$ cat src/rtl/ticket_kiosk_arbiter_if.sv
// rtl/ticket_kiosk_arbiter_if.sv - kiosk request/response bundle for the ticket arbiter
interface ticket_kiosk_arbiter_if #(
    parameter int NUM_KIOSKS = 4
);
    logic [NUM_KIOSKS-1:0]   req;
    logic [2*NUM_KIOSKS-1:0] req_cat;
    logic [NUM_KIOSKS-1:0]   ack;
    logic                    resp_ok;
    logic [2:0]              resp_kiosk;

    modport master (
        output req, req_cat,
        input  ack, resp_ok, resp_kiosk
    );

    modport slave (
        input  req, req_cat,
        output ack, resp_ok, resp_kiosk
    );
endinterface

$ cat src/rtl/ticket_kiosk_arbiter.sv
// rtl/ticket_kiosk_arbiter.sv - round-robin kiosk arbiter owning the shared ticket inventory
// Optional restock port set enabled by defining TICKET_RESTOCK_EN.
module ticket_kiosk_arbiter #(
    parameter int NUM_KIOSKS = 4,
    parameter int CNT_W      = 8,
    parameter int VIP_INIT   = 8,
    parameter int REG_INIT   = 12,
    parameter int STU_INIT   = 5,
    parameter int SEN_INIT   = 3
) (
    input  logic                 clk,
    input  logic                 reset,
    ticket_kiosk_arbiter_if.slave bus,
`ifdef TICKET_RESTOCK_EN
    input  logic                 restock_valid,
    input  logic [1:0]           restock_cat,
    input  logic [CNT_W-1:0]     restock_qty,
`endif
    output logic                 busy,
    output logic [CNT_W-1:0]     available_vip,
    output logic [CNT_W-1:0]     available_regular,
    output logic [CNT_W-1:0]     available_student,
    output logic [CNT_W-1:0]     available_senior,
    output logic [3:0]           sold_out
);
    typedef enum logic [1:0] {IDLE, CHECK, RESP} state_t;

    state_t                 state_q, state_d;
    logic [2:0]             rr_ptr_q, rr_ptr_d;
    logic [2:0]             win_q, win_d;
    logic [1:0]             cat_q, cat_d;
    logic                   res_ok_q, res_ok_d;
    logic [NUM_KIOSKS-1:0]  ack_q, ack_d;
    logic                   resp_ok_q, resp_ok_d;
    logic [2:0]             resp_kiosk_q, resp_kiosk_d;
    logic                   busy_q, busy_d;
    logic [3:0]             sold_out_q, sold_out_d;
    logic [CNT_W-1:0]       cnt_q [4];
    logic [CNT_W-1:0]       cnt_d [4];

    logic [7:0]             req_ext;
    logic [3:0]             sum;
    logic                   found;
    logic [2:0]             pick;
    logic [1:0]             cat_pick;
`ifdef TICKET_RESTOCK_EN
    logic [CNT_W:0]         sat_sum;
`endif

    always_comb begin
        state_d      = state_q;
        rr_ptr_d     = rr_ptr_q;
        win_d        = win_q;
        cat_d        = cat_q;
        res_ok_d     = res_ok_q;
        ack_d        = '0;
        resp_ok_d    = 1'b0;
        resp_kiosk_d = resp_kiosk_q;
        for (int c = 0; c < 4; c++) cnt_d[c] = cnt_q[c];

        // The kiosk acked last cycle still shows req until it reacts; keep it out of the scan.
        req_ext  = 8'(bus.req & ~ack_q);
        found    = 1'b0;
        pick     = '0;
        sum      = '0;
        cat_pick = '0;
        for (int i = 0; i < NUM_KIOSKS; i++) begin
            sum = {1'b0, rr_ptr_q} + 4'(i);
            if (sum >= 4'(NUM_KIOSKS)) sum = sum - 4'(NUM_KIOSKS);
            if (!found && req_ext[sum[2:0]]) begin
                found = 1'b1;
                pick  = sum[2:0];
            end
        end
        for (int k = 0; k < NUM_KIOSKS; k++) begin
            if (3'(k) == pick) cat_pick = bus.req_cat[2*k +: 2];
        end

        case (state_q)
            IDLE: begin
                if (found) begin
                    win_d   = pick;
                    cat_d   = cat_pick;
                    state_d = CHECK;
                end
            end
            CHECK: begin
                if (cnt_q[cat_q] != '0) begin
                    cnt_d[cat_q] = cnt_q[cat_q] - CNT_W'(1);
                    res_ok_d     = 1'b1;
                end else begin
                    res_ok_d     = 1'b0;
                end
                state_d = RESP;
            end
            RESP: begin
                ack_d        = {{(NUM_KIOSKS-1){1'b0}}, 1'b1} << win_q;
                resp_ok_d    = res_ok_q;
                resp_kiosk_d = win_q;
                rr_ptr_d     = (win_q == 3'(NUM_KIOSKS - 1)) ? 3'd0 : win_q + 3'd1;
                state_d      = IDLE;
            end
            default: state_d = IDLE;
        endcase

`ifdef TICKET_RESTOCK_EN
        // Applied on top of any purchase decrement so both land in the same edge.
        if (restock_valid) begin
            sat_sum = {1'b0, cnt_d[restock_cat]} + {1'b0, restock_qty};
            cnt_d[restock_cat] = sat_sum[CNT_W] ? '1 : sat_sum[CNT_W-1:0];
        end else begin
            sat_sum = '0;
        end
`endif

        busy_d = (state_d != IDLE) || (ack_d != '0);
        for (int c = 0; c < 4; c++) sold_out_d[c] = (cnt_d[c] == '0);
    end

    always_ff @(posedge clk or posedge reset) begin
        if (reset) begin
            state_q      <= IDLE;
            rr_ptr_q     <= '0;
            win_q        <= '0;
            cat_q        <= '0;
            res_ok_q     <= 1'b0;
            ack_q        <= '0;
            resp_ok_q    <= 1'b0;
            resp_kiosk_q <= '0;
            busy_q       <= 1'b0;
            cnt_q[0]     <= CNT_W'(VIP_INIT);
            cnt_q[1]     <= CNT_W'(REG_INIT);
            cnt_q[2]     <= CNT_W'(STU_INIT);
            cnt_q[3]     <= CNT_W'(SEN_INIT);
            sold_out_q   <= {SEN_INIT == 0, STU_INIT == 0, REG_INIT == 0, VIP_INIT == 0};
        end else begin
            state_q      <= state_d;
            rr_ptr_q     <= rr_ptr_d;
            win_q        <= win_d;
            cat_q        <= cat_d;
            res_ok_q     <= res_ok_d;
            ack_q        <= ack_d;
            resp_ok_q    <= resp_ok_d;
            resp_kiosk_q <= resp_kiosk_d;
            busy_q       <= busy_d;
            for (int c = 0; c < 4; c++) cnt_q[c] <= cnt_d[c];
            sold_out_q   <= sold_out_d;
        end
    end

    assign bus.ack           = ack_q;
    assign bus.resp_ok       = resp_ok_q;
    assign bus.resp_kiosk    = resp_kiosk_q;
    assign busy              = busy_q;
    assign available_vip     = cnt_q[0];
    assign available_regular = cnt_q[1];
    assign available_student = cnt_q[2];
    assign available_senior  = cnt_q[3];
    assign sold_out          = sold_out_q;
endmodule
$ cat src/flat_wrapper.sv
// flat-port wrapper written by rule: the top's interface ports become plain ports
module ticket_kiosk_arbiter_flat 
#(
    parameter int NUM_KIOSKS = 4,
    parameter int CNT_W      = 8,
    parameter int VIP_INIT   = 8,
    parameter int REG_INIT   = 12,
    parameter int STU_INIT   = 5,
    parameter int SEN_INIT   = 3
)
  (clk, reset, busy, available_vip, available_regular, available_student, available_senior, sold_out, bus_req, bus_req_cat, bus_ack, bus_resp_ok, bus_resp_kiosk);
  ticket_kiosk_arbiter_if #(.NUM_KIOSKS(NUM_KIOSKS)) bus_i ();
  input  logic clk;
  input  logic reset;
  output logic busy;
  output logic [CNT_W-1:0] available_vip;
  output logic [CNT_W-1:0] available_regular;
  output logic [CNT_W-1:0] available_student;
  output logic [CNT_W-1:0] available_senior;
  output logic [3:0] sold_out;
  input wire logic [$bits(bus_i.req)-1:0] bus_req;
  input wire logic [$bits(bus_i.req_cat)-1:0] bus_req_cat;
  output wire logic [$bits(bus_i.ack)-1:0] bus_ack;
  output wire logic [$bits(bus_i.resp_ok)-1:0] bus_resp_ok;
  output wire logic [$bits(bus_i.resp_kiosk)-1:0] bus_resp_kiosk;
  assign bus_i.req = bus_req;
  assign bus_i.req_cat = bus_req_cat;
  assign bus_ack = bus_i.ack;
  assign bus_resp_ok = bus_i.resp_ok;
  assign bus_resp_kiosk = bus_i.resp_kiosk;
  ticket_kiosk_arbiter #(.NUM_KIOSKS(NUM_KIOSKS), .CNT_W(CNT_W), .VIP_INIT(VIP_INIT), .REG_INIT(REG_INIT), .STU_INIT(STU_INIT), .SEN_INIT(SEN_INIT)) u_core (.clk(clk), .reset(reset), .bus(bus_i), .busy(busy), .available_vip(available_vip), .available_regular(available_regular), .available_student(available_student), .available_senior(available_senior), .sold_out(sold_out));
endmodule
$ cat config.mk
export PLATFORM = sky130hd
export DESIGN_NAME = ticket_kiosk_arbiter_flat
export DESIGN_NICKNAME = d
export VERILOG_FILES = /design/src/rtl/ticket_kiosk_arbiter_if.sv /design/src/rtl/ticket_kiosk_arbiter.sv /design/src/flat_wrapper.sv
export SDC_FILE = /design/constraint.sdc
export NUM_CORES = 1
export LEC_CHECK = 0
export CAP_MARGIN = 20
export CORE_UTILIZATION = 55
export DETAILED_ROUTE_END_ITERATION = 10
export PLACE_DENSITY = 0.86
export SKIP_CTS_REPAIR_TIMING = 1
export SYNTH_ARGS = -nofsm -noshare
export SYNTH_HDL_FRONTEND = slang
export SYNTH_SLANG_ARGS = --single-unit
export TNS_END_PERCENT = 100
$ cat constraint.sdc
create_clock -name clk -period 6.27 [get_ports clk]
set_input_delay 1.881 -clock clk [delete_from_list [all_inputs] [get_ports clk]]
set_output_delay 1.881 -clock clk [all_outputs]
set_load 0.01 [all_outputs]
==> results of run 1 <==
==> sequential cells by signal, indices dropped and copies added (netlist names) <==
| register | cells |
|---|---|
| u_core.available_senior | 8 |
| u_core.rr_ptr_q | 3 |
| u_core.busy | 1 |
| u_core.cat_q | 2 |
| u_core.bus.resp_kiosk | 3 |
| u_core.sold_out | 4 |
| u_core.available_vip | 8 |
| u_core.win_q | 3 |
| u_core.state_q | 2 |
| u_core.res_ok_q | 1 |
| u_core.available_student | 8 |
| u_core.bus.ack | 4 |
| u_core.bus.resp_ok | 1 |
| u_core.available_regular | 8 |
==> stage by stage <==
| step | cell area, µm² | hold slack [ns] | std cells |
|---|---|---|---|
| final | 3770 | 0.490 | 418 |
| after global routing | 3770 | 0.529 | 418 |
| after CTS | 3720 | 0.492 | 414 |
| after detailed placement | 3600 | 0.467 | 406 |
| after global placement | 3600 | 0.463 | 406 |
| after floorplan | 3030 | 0.438 | 290 |
==> tightest hold or removal path, delay by kind of cell, from the launching register on <==
family,cells,cell delay (ns)
DFF,1,0.36
and+or+nand+nor,2,0.10
==> cell families (layout without fill, tap and decap cells) <==
logic type	count (synthesis)	after routing	share of synthesized area (%)
AND/OR/NAND/NOR	114	114	19.7
XOR/XNOR	7	7	2.03
flip-flops	56	56	46.6
buffers and inverters	24	82	4.63
AO/OA/AOI/OAI	62	62	13.4
adder cells (fa/ha/maj)	8	8	3.31
multiplexers	19	19	10.4
==> per-layer routing <==
layer  track usage (%)  up-vias
met5                 0        -
met4              9.42        0
li1                  -     1150
met3              5.39       14
met2              45.4       81
met1              33.6     1181
==> cells in the final DEF (no fill, tap or decap), types with 2 or more instances in the layout <==
cell              n
a2111o_1          2
nand3b_1          4
mux4_1            6
nor3_1            2
dfstp_2           7
mux4_2            2
mux2i_1          10
o2bb2ai_1         2
inv_1            11
and3b_1           2
nand2b_1          2
o221ai_1          3
nor3b_1           4
o21ai_0          13
nand2_1          25
dfrtp_1          49
a21oi_1          28
nand3_1           6
o211ai_1          2
and2_1            8
ha_1              8
nand2_2           2
nor2_1           36
xnor2_1           4
or3_4             2
xor2_1            3
nor2b_1           4
clkdlybuf4s50_1  58
o21ai_2           2
nor4_1            9
nor3_2            3
clkbuf_8          7
==> report_power, final <==
| group | switching (W) | internal [W] | total [W] |
|---|---|---|---|
| clock | 0.000116 | 0.000131 | 0.000247 |
| combinational | 0.000232 | 0.000204 | 0.000436 |
| sequential | 0.0000742 | 0.000401 | 0.000475 |
| total | 0.000422 | 0.000735 | 0.00116 |
==> layout make-up <==
class	count	area, µm²	area share (%)
clock inverter	2	38.8	1.03
multi-input combinational	210	1480	39.1
tap	70	87.6	2.32
timing repair buffer	62	633	16.8
clock buffer	6	82.6	2.19
inverter	12	45.0	1.19
sequential	56	1410	37.4
==> worst max-delay path by stage <==
| stage | end | slack (ns) | cells after the start | startpoint |
|---|---|---|---|---|
| after floorplan | u_core.cat_q[0] | 2.73 | 7 | bus_req[2] |
| after global placement | u_core.cat_q[0] | 2.14 | 8 | bus_req[2] |
| after detailed placement | u_core.cat_q[0] | 2.06 | 8 | bus_req[2] |
| after CTS | u_core.cat_q[1] | 2.38 | 8 | bus_req[2] |
| after global routing | u_core.cat_q[0] | 2.23 | 8 | bus_req[2] |
| final | u_core.cat_q[1] | 2.36 | 8 | bus_req[2] |
==> summary.txt, run 1 <==
Hold path
  – Hold path startpoint: u_core.res_ok_q
  – Min-Delay Path Depth: 2
  – Hold Path Class: flop to flop
  – WHS Endpoint: u_core.res_ok_q

Flow run
  – # Max-Cap Violations: 0

Critical path
  – Critical path class: primary input to flop
  – R2R Path Start: u_core.cat_q[0]
  – Worst path arrival time: 4.08 ns
  – Capture point of the worst reg-to-reg path: u_core.sold_out[3]
  – Critical path capture point type: flop
  – Worst Reg-to-Reg Cells: 8
  – Crit path launch type: primary input
  – CP max stage delay: 0.48 ns
  – Crit path cell chain: clkdlybuf4s50_1 -> or3b_2 -> and2_1 -> mux2i_1 -> a21oi_1 -> o21ai_1 -> mux2i_1 -> o221ai_1
  – Maximum fanout along the worst path: 4
  – CP delay by family, top: simple AND/OR/NAND/NOR gates
  – R2R Setup Slk: 2.99 ns
  – Crit path top cell by count: mux2i_1
  – Worst path required time: 6.44 ns
  – CP max-delay cell: clkdlybuf4s50_1
  – Crit path buf inv count: 1

Die
  – Initial Util: 58.1%
  – Row cnt: 26
  – Full die area: 5800 µm²
  – Width of the die: 76.2 µm
  – I/O pin count: 59
  – Die H: 76.2 µm
  – CORE AREA: 5200 µm²

Route
  – TritonRoute pass-1 iters: 5
  – Post-Route WL: 7180 µm
  – DR top layer: met4
  – WL met3: 319 µm
  – Met1 Wirelength: 3090 µm
  – Vias post-DR: 2426
  – Routed Antenna Nets: 0
  – Vias per Instance: 5.80
  – Residual DRC count: 0
  – First DRT Iteration DRCs: 97
  – WL met2: 3610 µm
  – Avg WL per Cell: 17.2 µm

Synth
  – Synth cell count leaders: 49 x dfrtp_1, 36 x nor2_1, 28 x a21oi_1, 25 x nand2_1, 13 x o21ai_0
  – Syn_area_per_cell: 10.4 µm²
  – Ys Warns: 0
  – Register area share after synthesis: 46.6%
  – Synthesized instance count: 290
  – Synth top area share: 40.5%
  – Top-count cell post-synth: dfrtp_1
  – #FFs+latches synth: 56
  – Mapped Area: 3030 µm²
  – Post-synth EDFFs: 0
  – Ys flop type: dfrtp_1
  – Synth area leaders: dfrtp_1 41%, dfstp_2 6.1%, mux4_1 5.2%
  – Synth area leader: dfrtp_1
  – Fraction of registers with async set or reset after synthesis: 100%
  – Unique masters post-synth: 51
  – Post-synth net total: 312

Timing
  – Final Max Tran Viols: 0
  – Final Hold Fails: 0
  – Fin crit share: 62.3%
  – TNS Setup: 0 ns
  – RSZ-0062 raised after global routing: false
  – Fmax: 256 MHz
  – Final worst slack: 2.36 ns
  – Final min period: 3.91 ns
  – Slew Limit Headroom: 60.0%
  – Setup violations, final: 0
  – Worst slew pin tran: 0.593 ns
  – Fin Clk Skew: 0.00924 ns

Global routing
  – Pin count of the biggest net entering global routing: 57
  – GRT Total Usage: 26.5%
  – Number of global-route vias before repair: 2443
  – Grt total ovfl: 0
  – Initial antenna violation count: 0
  – First-pass GRT wire length: 12100 µm

Cells and area
  – Post-route core utilization: 72.5%
  – Layout cells sized above 1: 11.2%
  – # diodes: 0
  – Area Growth Syn to Fin: 24.7%
  – Filler cells: 362
  – Nets: 369

Status
  – Status: complete, no violations

Placement
  – Post-DP HPWL: 5120 µm
  – Port bufs: 58
  – Routability congestion estimate: 0.884
  – Pre-CTS worst setup slack: 2.06 ns

Power and ir drop
  – P per Cell Area: 307 nW/µm²
  – Leakage dissipation: 1.69 nW
  – Overall power: 0.00116 W
  – Max VDD drop: 158 µV

Clock network
  – Clock latency on the worst-skew pair: 0.31 ns
  – Root Buffer: clkbuf_8
  – CTS tree: built
  – CTS Buf Count: 5
  – CTS HTree Levels: 2
  – Bufs on Longest Clock Path: 2
  – Clk sink count: 56
  – Clock-pin slew on the worst setup and hold paths: 0.10 ns
(Power assumes the default switching activity.)
==> run 2, diff against run 1 <==
Settings changed: CORE_UTILIZATION 55 to 47, PLACE_DENSITY 0.86 to 0.78.
Clock period 6.27 ns to 3.2 ns, I/O delays scaled along.
==> run 2 against run 1 <==
Flip-flop and latch count stayed put; sequential power is 89% higher; routed wire length fell by 0.33%; clock-buffer cell count unchanged; worst setup slack got worse by 2.1 ns; clock skew up 0.0034 ns; critical path depth did not move; sequential share of layout area shrank 0.27 points; global-route usage fell by 4.4 points; critical path type unchanged; critical endpoint is now u_core.cat_q[0]; largest cell class unchanged.
==> summary.txt, run 2 (synthesis gave the netlist of run 1 again) <==
Power and ir drop
  – Clk network pwr share: 17.9% (-3.4 points)
  – Sw Share: 37.6% (+1.2 points)
  – P per Cell Area: 585 nW/µm² (+91%)
  – Leakage dissipation: 1.71 nW (+1.4%)
  – Overall power: 0.00222 W (+92%)
  – Flop pwr share: 40.4% (-0.6 points)
  – Int Power: 0.00139 W (+89%)
  – Combinational group share of total power: 41.6% (+3.9 points)
  – Max VDD drop: 391 µV (+150%)
  – Psw: 0.000837 W (+98%)

Cells and area
  – Nets: 376 (+1.9%)
  – Post-route core utilization: 62.7% (-9.8 points)
  – # diodes: 0 (unchanged)
  – Area Growth Syn to Fin: 25.6%
  – Most frequent cells in the layout: 58 x clkdlybuf4s50_1, 49 x dfrtp_1, 36 x nor2_1
  – Most common cell after layout, fill and taps aside: clkdlybuf4s50_1
  – Layout cells sized above 1: 13.0% (+1.8 points)

Clock network
  – Root Buffer: clkbuf_8
  – CTS HTree Levels: 2 (unchanged)
  – CTS Buf Count: 5 (unchanged)
  – CTS tree: built
  – Clock latency on the worst-skew pair: 0.31 ns (about the same)
  – Bufs on Longest Clock Path: 2 (unchanged)
  – Clock-pin slew on the worst setup and hold paths: 0.10 ns (about the same)
  – Clk sink count: 56 (unchanged)

Critical path
  – Maximum fanout along the worst path: 4 (unchanged)
  – Worst Reg-to-Reg Cells: 9 (+1)
  – Crit path launch type: primary input
  – CP delay by family, top: compound AO/OA/AOI/OAI gates
  – Worst Setup SP: bus_req[0]
  – R2R Setup Slk: 0.38 ns (-2.61 ns)
  – Worst path arrival time: 3.08 ns (-1.00 ns)
  – CP max stage delay: 0.48 ns (about the same)
  – CP max-delay cell: clkdlybuf4s50_1
  – Critical path capture point type: flop
  – Capture point of the worst reg-to-reg path: u_core.cat_q[0]
  – Crit path buf inv count: 1 (unchanged)
  – Worst path required time: 3.39 ns (-3.05 ns)
  – Critical path class: primary input to flop
  – Critical Path Sink: u_core.cat_q[0]
  – Crit path depth: 8 (unchanged)
  – R2R Path Start: u_core.rr_ptr_q[1]
  – Crit path cell chain: clkdlybuf4s50_1 -> or3b_1 -> a211oi_2 -> or2_2 -> a21oi_1 -> o21ai_1 -> mux2i_1 -> o221ai_1

Status
  – Status: complete, no violations

Route
  – First DRT Iteration DRCs: 110 (+13%)
  – TritonRoute pass-1 iters: 6 (+1)
  – Vias per Instance: 5.68 (-2.1%)
  – Residual DRC count: 0 (unchanged)
  – Avg WL per Cell: 16.6 µm (-3.1%)
  – Vias post-DR: 2442 (+0.66%)
  – Post-Route WL: 7160 µm (-0.33%)
  – Routed Antenna Nets: 0 (unchanged)

Placement
  – Post-DP HPWL: 5280 µm (+3.3%)
  – Routability congestion estimate: 0.967 (+9.5%)
  – Port bufs: 58 (unchanged)

Global routing
  – M2 GR Usage: 36.9% (-8.4 points)
  – Number of global-route vias before repair: 2293 (-6.1%)
  – GRT Total Usage: 22.2% (-4.4 points)
  – Initial antenna violation count: 0 (unchanged)
  – First-pass GRT wire length: 11200 µm (-7.3%)
  – GRT met1 Usage: 28.8% (-4.8 points)
  – Pin count of the biggest net entering global routing: 35 (-39%)
  – M3 GR Usage: 5.16% (-0.22 points)
  – Most used routing layer: met2
  – Grt total ovfl: 0 (unchanged)

Die
  – CORE AREA: 6060 µm² (+16%)
  – Full die area: 6760 µm² (+17%)
  – Die H: 82.2 µm (+8.0%)
  – Width of the die: 82.2 µm (+8.0%)
  – Row cnt: 28 (+7.7%)
  – Initial Util: 49.9% (-8.2 points)
  – I/O pin count: 59 (unchanged)

Timing
  – Fmax: 346 MHz
  – Fin crit share: 90.3%
  – Final Max Tran Viols: 0 (unchanged)
  – Setup violations, final: 0 (unchanged)
  – TNS Setup: 0 ns (unchanged)
  – RSZ-0062 raised after global routing: false
  – Final Hold Fails: 0 (unchanged)
  – Slew Limit Headroom: 30.5% (-30 points)
  – Fin Clk Skew: 0.0127 ns (+0.00344 ns)
  – Worst slew pin tran: 1.04 ns (+0.443 ns)
  – Final min period: 2.89 ns

Hold path
  – Hold Path Class: flop to flop

Flow run
  – # Max-Cap Violations: 0 (unchanged)
run 2: changes by cell type in the layout (fill, tap and decap cells not counted), sizes merged:
| cell | delta |
|---|---|
| bufinv | -1 |
| clkbuf | -1 |
| clkinv | +1 |
| buf | +8 |
run 2: power groups by stage:
stage          Sequential (W)  Combinational [W]  Clock, W
6_report             0.000899           0.000926  0.000399
4_1_cts              0.000901           0.000918  0.000404
5_1_grt              0.000917            0.00102  0.000424
2_1_floorplan        0.000856           0.000726         0
3_3_place_gp         0.000907           0.000894         0
3_5_place_dp         0.000914           0.000916         0
run 2: how the worst min path moves through the flow:
stage                         start               to  slack (ns)  depth (start not counted)
floorplan           u_core.res_ok_q  u_core.res_ok_q        0.44                          2
global placement    u_core.res_ok_q  u_core.res_ok_q        0.46                          2
detailed placement  u_core.res_ok_q  u_core.res_ok_q        0.46                          2
CTS                 u_core.res_ok_q  u_core.res_ok_q        0.48                          2
global route        u_core.res_ok_q  u_core.res_ok_q        0.49                          2
finish              u_core.res_ok_q  u_core.res_ok_q        0.48                          2
run 2: worst reg2reg max path, stage by stage (launching register included):
cell,delay (ns)
dfrtp_1,0.51
inv_1,0.15
ha_1,0.43
and3b_1,0.25
o211ai_1,0.21
nand2_1,0.12
o41ai_2,0.53
inv_1,0.20
nand2_1,0.16
o221ai_1,0.13
run 2: through the flow:
| stage | std cells | hold WS [ns] | instance area (µm²) | setup slack, ns |
|---|---|---|---|---|
| after detailed placement | 420 | 0.459 | 3690 | -0.00166 |
| after global placement | 420 | 0.459 | 3690 | 0.0326 |
| after CTS | 428 | 0.482 | 3780 | 0.293 |
| final | 430 | 0.477 | 3800 | 0.310 |
| after global routing | 430 | 0.491 | 3800 | 0.188 |
| after floorplan | 290 | 0.438 | 3030 | 0.581 |
run 2: area by class of cell:
| cell class | count | area [µm²] |
|---|---|---|
| Fill cell | 477 | 2260 |
| Tap cell | 75 | 93.8 |
| Multi-Input combinational cell | 210 | 1480 |
| Sequential cell | 56 | 1410 |
| Timing Repair Buffer | 69 | 683 |
| Inverter | 12 | 45.0 |
| Clock buffer | 6 | 82.6 |
| Clock inverter | 2 | 10.0 |
run 2: layer usage:
| metal | up-vias | part of all wire [%] | routed length, µm |
|---|---|---|---|
| met4 | 0 | 1.4 | 100 |
| met1 | 1172 | 44 | 3170 |
| met2 | 96 | 48 | 3430 |
| li1 | 1164 | - | - |
| met5 | - | 0 | 0 |
| met3 | 10 | 6.5 | 466 |
==> run 3, diff against run 2 <==
Settings changed: CELL_PAD_IN_SITES_DETAIL_PLACEMENT set to 1, CELL_PAD_IN_SITES_GLOBAL_PLACEMENT set to 1, CORE_UTILIZATION 47 to 36.
==> run 3 against run 2 <==
Largest power group unchanged; critical path depth is the same; clock skew grew 0.0026 ns; register-to-register slack lost 0.06 ns; sequential share of layout area shrank 0.61 points.
==> summary.txt, run 3 (synthesis gave the netlist of run 1 again) <==
Route
  – Avg WL per Cell: 17.8 µm (+6.7%)
  – Residual DRC count: 0 (unchanged)
  – Vias post-DR: 2508 (+2.7%)
  – Vias per Instance: 5.44 (-4.2%)
  – Post-Route WL: 8190 µm (+14%)
  – First DRT Iteration DRCs: 68 (-38%)
  – Routed Antenna Nets: 0 (unchanged)
  – TritonRoute pass-1 iters: 4 (-2)

Timing
  – RSZ-0062 raised after global routing: false
  – Fin Clk Skew: 0.0153 ns (+0.00257 ns)
  – Final min period: 2.89 ns (+0.00385 ns)
  – Final Max Tran Viols: 0 (unchanged)
  – Final worst slack: 0.306 ns (-0.00385 ns)
  – Hold WS: 0.490 ns (+0.0128 ns)
  – Setup violations, final: 0 (unchanged)
  – Fin crit share: 90.4% (+0.12 points)
  – Fmax: 346 MHz (-0.13%)
  – Slew Limit Headroom: 58.9% (+28 points)
  – Final Hold Fails: 0 (unchanged)
  – Worst slew pin tran: 0.615 ns (-0.422 ns)

Hold path
  – Hold path startpoint: u_core.bus.resp_kiosk[2]
  – Min-Delay Path Depth: 2 (unchanged)
  – WHS Endpoint: u_core.bus.resp_kiosk[2]
  – Hold Path Class: flop to flop

Critical path
  – Crit path cell chain: clkdlybuf4s50_1 -> or3b_2 -> a21oi_1 -> or2_2 -> a21oi_1 -> mux2i_1 -> a2111o_1 -> o221ai_1
  – CP max-delay cell: clkdlybuf4s50_1
  – Crit path launch type: primary input
  – Worst path arrival time: 3.13 ns (+0.05 ns)
  – Crit path top cell by count: a21oi_1
  – R2R Path Start: u_core.rr_ptr_q[1]
  – Worst Reg-to-Reg Cells: 9 (unchanged)
  – Worst path required time: 3.44 ns (+0.05 ns)
  – Critical path class: primary input to flop
  – Crit path buf inv count: 1 (unchanged)
  – CP max stage delay: 0.48 ns (about the same)
  – Critical path capture point type: flop
  – CP delay by family, top: compound AO/OA/AOI/OAI gates
  – R2R Setup Slk: 0.32 ns (-0.06 ns)
  – Capture point of the worst reg-to-reg path: u_core.cat_q[1]
  – Maximum fanout along the worst path: 4 (unchanged)

Global routing
  – GRT Total Usage: 20.0% (-2.2 points)
  – Number of global-route vias before repair: 2576 (+12%)
  – Grt total ovfl: 0 (unchanged)
  – Initial antenna violation count: 0 (unchanged)
  – Pin count of the biggest net entering global routing: 30 (-14%)
  – First-pass GRT wire length: 13400 µm (+20%)

Placement
  – Port bufs: 58 (unchanged)
  – Routability congestion estimate: 0.859 (-11%)
  – Pre-CTS worst setup slack: -0.0376 ns (-0.0360 ns)
  – Post-DP HPWL: 6130 µm (+16%)
  – Placed instance count: 452 (+7.6%)

Die
  – Full die area: 8780 µm² (+30%)
  – CORE AREA: 8180 µm² (+35%)
  – Initial Util: 37.0% (-13 points)
  – Width of the die: 93.7 µm (+14%)
  – Row cnt: 33 (+18%)
  – I/O pin count: 59 (unchanged)
  – Die H: 93.7 µm (+14%)

Cells and area
  – Nets: 377 (+0.27%)
  – Area Growth Syn to Fin: 27.7%
  – Most common cell after layout, fill and taps aside: clkdlybuf4s50_1
  – Layout cells sized above 1: 12.9% (-0.036 points)
  – # diodes: 0 (unchanged)
  – Non-Filler Instances: 461 (+7.2%)
  – Most frequent cells in the layout: 58 x clkdlybuf4s50_1, 49 x dfrtp_1, 36 x nor2_1

Power and ir drop
  – Int Power: 0.00147 W (+6.1%)
  – Leakage dissipation: 1.72 nW (+0.67%)
  – Psw: 0.000885 W (+5.7%)
  – Max VDD drop: 301 µV (-23%)
  – Combinational group share of total power: 41.5% (about the same)
  – Clk network pwr share: 20.2% (+2.3 points)
  – Sw Share: 37.5% (-0.090 points)
  – Flop pwr share: 38.4% (-2.0 points)
  – P per Cell Area: 610 nW/µm² (+4.2%)

Status
  – Status: complete, no violations

Clock network
  – Root Buffer: clkbuf_8
  – Clock-pin slew on the worst setup and hold paths: 0.11 ns (about the same)
  – Clk sink count: 56 (unchanged)
  – Clock latency on the worst-skew pair: 0.32 ns (about the same)
  – CTS tree: built
  – CTS Buf Count: 5 (unchanged)
  – CTS HTree Levels: 2 (unchanged)
  – Bufs on Longest Clock Path: 2 (unchanged)

Flow run
  – # Max-Cap Violations: 0 (unchanged)
-- run 3: power groups by stage --
| stage | Sequential (W) | Clock, W | Combinational [W] |
|---|---|---|---|
| after floorplan | 0.000856 | 0 | 0.000726 |
| after global placement | 0.000909 | 0 | 0.000933 |
| after detailed placement | 0.000917 | 0 | 0.000968 |
| after CTS | 0.000905 | 0.000493 | 0.000976 |
| after global routing | 0.000918 | 0.000507 | 0.00108 |
| final | 0.000904 | 0.000475 | 0.000978 |
-- run 3: cell type report --
class                      instances  area [µm²]
fill                             928        4310
multi-input combinational        210        1480
sequential                        56        1410
timing repair buffer              70         691
tap                              105         131
clock buffer                       6        72.6
inverter                          12        45.0
clock inverter                     2        38.8
-- run 3: metal layers --
metal | vias up | GRT usage, % | part of all wire, %
met4 | 0 | 6.92 | 2.1
met1 | 1255 | 25.8 | 45
li1 | 1159 | - | -
met5 | - | 0 | 0
met3 | 16 | 3.40 | 3.9
met2 | 78 | 33.6 | 49
-- run 3: worst reg2reg max path, stage by stage, from the launching register on --
cell and delay, ns:
dfrtp_1 0.52, inv_1 0.16, ha_1 0.45, and3b_1 0.26, o221ai_1 0.23, nand2_1 0.13, o41ai_2 0.53, inv_1 0.20
nand2_1 0.16, o221ai_1 0.13
-- run 3: metrics by stage --
stage          setup TNS [ns]  utilization (%)  area, µm²  total power [W]
2_1_floorplan               0                -       3030          0.00158
3_3_place_gp                0             45.6       3730          0.00184
3_5_place_dp          -0.0601             45.8       3740          0.00189
4_1_cts                     0             47.1       3850          0.00237
5_1_grt                     0             47.3       3860          0.00250
6_report                    0             47.3       3860          0.00236
-- run 3: worst max path at each step --
stage               depth (start not counted)  slack (ns)                 end               start
floorplan                                   7        0.58     u_core.cat_q[0]          bus_req[2]
global placement                            8        0.07     u_core.cat_q[1]          bus_req[2]
global route                                9        0.12     u_core.cat_q[1]  u_core.rr_ptr_q[1]
detailed placement                          8       -0.04     u_core.cat_q[0]          bus_req[2]
finish                                      8        0.31     u_core.cat_q[1]          bus_req[2]
CTS                                         6        0.29  u_core.sold_out[0]     u_core.cat_q[0]
